## config.mk

```make
export PLATFORM = sky130hd
export DESIGN_NAME = instr_fetch
export DESIGN_NICKNAME = d
export VERILOG_FILES = /design/src/rtl/instr_fetch.sv
export SDC_FILE = /design/constraint.sdc
export NUM_CORES = 1
export LEC_CHECK = 0
export CAP_MARGIN = 20
export CORE_AREA = 2 2 75 77
export DETAILED_ROUTE_END_ITERATION = 10
export DIE_AREA = 0 0 77 79
export PLACE_DENSITY_LB_ADDON = 0.2
export SLEW_MARGIN = 20
export SYNTH_ARGS = -nofsm -noshare
export SYNTH_HDL_FRONTEND = slang
export SYNTH_SLANG_ARGS = --single-unit
```

## constraint.sdc

```tcl
create_clock -name clk -period 1.9 [get_ports clk]
set_clock_uncertainty 0.05 [all_clocks]
set_input_delay 0.38 -clock clk [delete_from_list [all_inputs] [get_ports clk]]
set_output_delay 0.38 -clock clk [all_outputs]
set_load 0.005 [all_outputs]
```

## src/rtl/instr_fetch.sv

```systemverilog
// Instruction fetch stage: holds the PC, reads one 16-bit word per request through a
// ready handshake, strobes `load` for the instruction register, detects HALT and timeouts.
`timescale 1ns/1ps

module instr_fetch #(
  parameter int              PC_W     = 8,
  parameter logic [PC_W-1:0] RESET_PC = '0,
  parameter int              TIMEOUT  = 16
) (
  input  logic            clk,
  input  logic            reset,
  input  logic            fetch_req,
  input  logic            pc_load,
  input  logic [PC_W-1:0] pc_in,
  output logic            mem_rd,
  output logic [PC_W-1:0] mem_addr,
  input  logic            mem_ready,
  input  logic [15:0]     mem_rdata,
  output logic [15:0]     instr_out,
  output logic            load,
  output logic [PC_W-1:0] pc,
  output logic            busy,
  output logic            halted,
  output logic            err
);

  typedef enum logic [1:0] {
    S_IDLE   = 2'd0,
    S_READ   = 2'd1,
    S_HALTED = 2'd2
  } state_e;

  localparam logic [7:0]  CNT_LAST = 8'(TIMEOUT - 1);
  localparam logic [2:0]  OP_HALT  = 3'b111;

  state_e          state_q;
  logic [PC_W-1:0] pc_q;
  logic [PC_W-1:0] pend_pc_q;
  logic            pend_q;
  logic [15:0]     instr_q;
  logic            load_q;
  logic            err_q;
  logic [7:0]      cnt_q;

  // NOTE: all state updates use non-blocking assignments so every register samples
  // the pre-edge values; `load_q` is defaulted low each cycle to make it a strobe.
  always_ff @(posedge clk or negedge reset) begin
    if (!reset) begin
      state_q   <= S_IDLE;
      pc_q      <= RESET_PC;
      pend_pc_q <= RESET_PC;
      pend_q    <= 1'b0;
      instr_q   <= 16'h0000;
      load_q    <= 1'b0;
      err_q     <= 1'b0;
      cnt_q     <= 8'd0;
    end else begin
      load_q <= 1'b0;
      case (state_q)
        S_IDLE: begin
          if (pc_load) begin
            pc_q <= pc_in;
          end else if (fetch_req) begin
            state_q <= S_READ;
            cnt_q   <= 8'd0;
          end
        end
        S_READ: begin
          if (mem_ready) begin
            instr_q <= mem_rdata;
            load_q  <= 1'b1;
            pend_q  <= 1'b0;
            // A redirect arriving with the data beats any older pending target.
            if (pc_load)     pc_q <= pc_in;
            else if (pend_q) pc_q <= pend_pc_q;
            else             pc_q <= pc_q + PC_W'(1);
            state_q <= (mem_rdata[15:13] == OP_HALT) ? S_HALTED : S_IDLE;
          end else begin
            if (pc_load) begin
              pend_q    <= 1'b1;
              pend_pc_q <= pc_in;
            end
            if (cnt_q == CNT_LAST) begin
              err_q   <= 1'b1;
              state_q <= S_HALTED;
            end else begin
              cnt_q <= cnt_q + 8'd1;
            end
          end
        end
        S_HALTED: ;
        default: state_q <= S_IDLE;
      endcase
    end
  end

  assign mem_rd    = (state_q == S_READ);
  assign busy      = (state_q == S_READ);
  assign halted    = (state_q == S_HALTED);
  assign mem_addr  = pc_q;
  assign pc        = pc_q;
  assign instr_out = instr_q;
  assign load      = load_q;
  assign err       = err_q;

endmodule

```

## Yosys cells after proc, flatten, opt, wreduce, memory -nomap -nowiden

Index checks and enable logic that the tools add are counted.

| storage, ports and cells | value |
|---|---|
| output and inout port bits | 37 |
| input bits | 29 |
| register bits after elaboration | 45 |
| logic and storage cells | 53 |

| cells by class | value |
|---|---|
| equality and inequality tests | 11 |
| reduce and logical (&&, ||, !) cells | 10 |
| add/sub/neg operators | 2 |
| muxes and demuxes | 20 |
| bitwise logic cells | 2 |

Operators by type and width:

| operator | number |
|---|---|
| 2-to-1 mux 8 bit | 8 |
| one-hot mux 8 bit (2 select lines) | 2 |
| adder 8 x 1 -> 8 bit, second input constant | 2 |
| != test 2 bit, second input constant | 6 |
| 2-to-1 mux 2 bit | 5 |
| AND reduction 3 bit | 3 |
| == test 8 x 4 -> 1 bit, second input constant | 1 |
| one-hot mux 2 bit (3 select lines) | 1 |
| AND reduction 5 bit | 1 |
| 2-to-1 mux 1 bit | 4 |
| AND reduction 2 bit | 2 |
| AND reduction 4 bit | 1 |
| nonzero test 2 bit | 2 |
| == test 3 bit, second input constant | 1 |
| != test 3 x 2 -> 1 bit, second input constant | 1 |
| == test 2 x 1 -> 1 bit, second input constant | 1 |
| == test 2 bit, second input constant | 1 |
| logical NOT 2 bit | 1 |
| NOT 1 bit | 2 |

## Logic depth before layout (Yosys ltp)

| logic depth | value |
|---|---|
| word-level depth | 5 |
| mapped depth | 6 |
| gate-level depth less buffers | 5 |

## Least setup slack after synthesis

Ideal clock, no wire load.

| timing path | value |
|---|---|
| path kind | register to register |
| start | reg pc_q[0], in the netlist mem_addr[0] |
| end | reg pc_q[1], in the netlist mem_addr[1] |
| required time | 1.725 ns |
| cell stages (with the launch flop) | 5 |
| setup time | 0.125 ns |
| clock period less this slack | 1.656 ns |
| arrival time | 1.481 ns |
| path buffers | 0 |
| path slack | 0.244 ns |
| cell sequence | dfrtp_1 ha_1 mux2_4 mux2_4 mux2_4 |

| on the way | value |
|---|---|
| word-level cells in the longest chain between the ends | 5 |

Ends and longest elaborated chain:

| element | RTL line | source |
|---|---|---|
| from (decl) | 37 | `logic [PC_W-1:0] pc_q;` |
| from (signal assigned) | 62 | `pc_q <= pc_in;` |
| from (signal assigned) | 74 | `if (pc_load) pc_q <= pc_in;` |
| from (signal assigned) | 75 | `else if (pend_q) pc_q <= pend_pc_q;` |
| adder 8 x 1 -> 8 bit | 76 | `else pc_q <= pc_q + PC_W'(1);` |
| 2-to-1 mux 8 bit | 75 |  |
| 2-to-1 mux 8 bit | 74 |  |
| 2-to-1 mux 8 bit | 69 | `if (mem_ready) begin` |
| one-hot mux 8 bit (2 select lines) | 59 | `case (state_q)` |

No other way between the ends. The select of a mux whose other input is x is not followed.
A chain may end at the register's enable or synchronous reset.

## Worst setup path after layout

| timing path | value |
|---|---|
| start | reg state_q[1] |
| end | out mem_rd |

| on the way | value |
|---|---|
| word-level cells in the longest chain between the ends | 1 |

Ends and longest elaborated chain:

| element | RTL line | source |
|---|---|---|
| from (decl) | 36 | `state_e state_q;` |
| from (signal assigned) | 77 | `state_q <= (mem_rdata[15:13] == OP_HALT) ? S_HALTED : S_IDLE;` |
| == test 2 x 1 -> 1 bit | 97 | `assign mem_rd = (state_q == S_READ);` |
| to (decl) | 15 | `output logic mem_rd,` |

No other way between the ends.

==> results.yml <==
power_and_ir_drop:
  power_mw: 4.59
  ir_drop_v: 0.000689
  power_leakage_nw: 1.46
  p_per_area_mw_per_mm2: 1390
layout:
  stdcell_count: 362
  drive_above_1_share_pct: 22.8
  nets: 320
  finalInstanceArea_mm2: 0.00331
  antenna_cells: 0
  layout-area-overhead-vs-synth_pct: 35.0
clock_network:
  cts.reportedPaths.clkPinSlew_ns: 0.08
  clk_path_buf_depth: 2
  h-tree-depth: 2
  cts_root_buf: "clkbuf_8"
  cts_tree: "done"
  cts.sinks: 45
  clk_latency_ns: 0.30
  cts_buffers: 5
drt:
  drt_pre_antenna_iters: 4
  drt_wl_total_mm: 5.20
  ant_nets: 0
  drcViolationCount: 0
  via_per_inst: 5.16
  detail_route.wl_per_cell_um: 14.4
  first_iter_violations: 84
  num_vias: 1867
yosys:
  synth_cell_type_count: 48
  ys_top_cells_by_count: "dfrtp_1 (45), nand2_1 (19), mux2_2 (13), nand3_1 (13)"
  postSynthAreaPerCell_um2: 11.3
  synth_simple_gate_area_share_pct: 16.7
  synth_fp_nets: 248
  yosysSeqAreaShare_pct: 45.9
  synth-xor-area-share_pct: 1.78
  syn_inst: 217
  synth_warnings: 0
  synth-seq-cells: 45
  synth-compound-area-share_pct: 12.9
  yosys.area.top_type_share_pct: 45.9
  synthAdderAreaFrac_pct: 1.02
  synth_area_leaders: "dfrtp_1 (46%), mux2_4 (6.7%), mux2_2 (6.0%)"
  synthMuxAreaShare_pct: 14.3
  synth-async-reset-ratio_pct: 100
  synth-edff-count: 0
  yosysMostFrequentCell: "dfrtp_1"
  yosysTopAreaCell: "dfrtp_1"
  netlist_area_mm2: 0.00245
  synth_top_family_by_area: "simple AND/OR/NAND/NOR gates"
  synth_ff_type: "dfrtp_1"
setup_path:
  worstSetupPathType: "reg2out"
  worstSetupEndpointType: "primary output"
  critPathLaunchType: "register"
  r2r_start: "cnt_q[0]"
  cp_max_fo: 3
  reg2reg_setup_slack_ns: 0.24
  critPathArrivalTime_ns: 1.40
  cp_data_required_time_ns: 1.47
  rr_worst_depth: 5
  worstReg2RegEnd: "cnt_q[0]"
floorplan:
  die_w_um: 77
  die_h_um: 79
  die-area_mm2: 0.00608
  coreArea_mm2: 0.00534
  pin_count: 66
  placementRows: 27
  initial_core_util_pct: 46.0
timing:
  maxSlewViolCount: 0
  rsz0062_at_grt: "false"
  timing.fmax_mhz: 546
  finalSetupTns_ns: 0
  hold_violations: 0
  period_share_pct: 96.4
  relSlewSlack_pct: 71.4
  worstMarginPinSlew_ns: 0.428
  finalSetupViolations: 0
  min_period_ns: 1.83
  timing.hold.ws_ns: 0.412
global_routing:
  gr-total-overflow: 0
  grt_start_max_net_pins: 30
  grt_first_pass_wirelength_mm: 8.67
  grt_pass1_vias: 1830
  grt_usage_pct: 18.0
  antenna_found_initial: 0
placement:
  port_buffers: 65
  hpwl_mm: 3.93
  gp_congestion: 0.832
  dp.cells: 352
  placedInstanceArea_mm2: 0.00319
worst_hold_path:
  hold_path_depth: 1
  min_path_type: "reg2reg"
  hold_path_startpoint: "err"
  min_to: "err"
job:
  maxCapViolations: 0
status:
  outcome: "completed"
[routing by layer]
metal	part of all wire [%]	up-vias	global-route usage, %	wire length [um]
met5	0	-	0	0
met4	0.56	0	3.75	29
met3	5.6	4	5.00	291
met2	48	56	29.2	2480
met1	46	896	24.4	2390
li1	-	911	-	-
[area by class of cell]
type,count,area (um^2)
fill,462,2020
multi-input combinational,147,1160
sequential,45,1130
timing repair buffer,83,823
tap,72,90.1
clock buffer,5,68.8
inverter,7,26.3
clock inverter,3,21.3
[power breakdown]
group / internal [mW] / leakage (nW) / switching [mW] / total [mW]
Clock: 0.261 / 0.0445 / 0.349 / 0.610
Combinational: 1.46 / 0.856 / 0.836 / 2.30
Sequential: 1.36 / 0.560 / 0.324 / 1.68
Total: 3.08 / 1.46 / 1.51 / 4.59
[state kept, by name, summed over array words and instances, names as in the netlist]
name	cells
cnt_q	8
err	1
instr_out	16
load	1
mem_addr	8
pend_pc_q	8
pend_q	1
state_q	2
[logic make-up (layout without fill, tap and decap cells)]
family          count (synthesis)  in the layout
fa+ha+maj                       2              2
compound gates                 43             43
xor+xnor                        5              5
buf+inv                        25             98
mux                            28             28
simple gates                   69             69
flops                          45             45
[cells in the final DEF (no fill, tap or decap), types with 4 or more instances in the layout]
cell,n
nand3_1,13
nor2_1,11
nand2_1,19
mux2i_1,4
a21oi_1,5
xnor2_1,5
o21ai_0,10
buf_4,14
dfrtp_1,45
clkbuf_8,5
mux2_4,11
clkdlybuf4s50_1,63
o211ai_1,4
mux2_2,13
inv_1,6
[worst max-delay path by stage]
stage,start,to,slack (ns),depth (start not counted)
floorplan,mem_addr[0],mem_addr[1],0.24,4
global placement,pc_load,cnt_q[0],0.05,6
detailed placement,pc_load,cnt_q[0],0.03,6
CTS,state_q[1],busy,0.004,3
global route,state_q[1],mem_rd,0.005,3
finish,state_q[1],mem_rd,0.07,3
[stage by stage]
| step | utilization [%] | setup WS, ns |
|---|---|---|
| global placement | 59.8 | 0.0544 |
| global route | 62.1 | 0.00467 |
| finish | 62.1 | 0.0683 |
| floorplan | - | 0.244 |
| detailed placement | 59.8 | 0.0254 |
| CTS | 61.8 | 0.00360 |
[critical path, stage by stage (launching register included)]
cell             delay [ns]
dfrtp_1                0.39
nand2b_4               0.15
inv_2                  0.07
clkdlybuf4s50_1        0.50
[repair_timing]
item                                   4_1_cts  5_1_grt
cloned                                       0        0
setup endpoints to repair                    3        3
pin swaps                                    0        0
hold buffers                                 1        0
resized for setup                            0        3
endpoints found under the hold margin       16        0
buffers inserted                             1        0
Power figures use the tool's default switching activity.
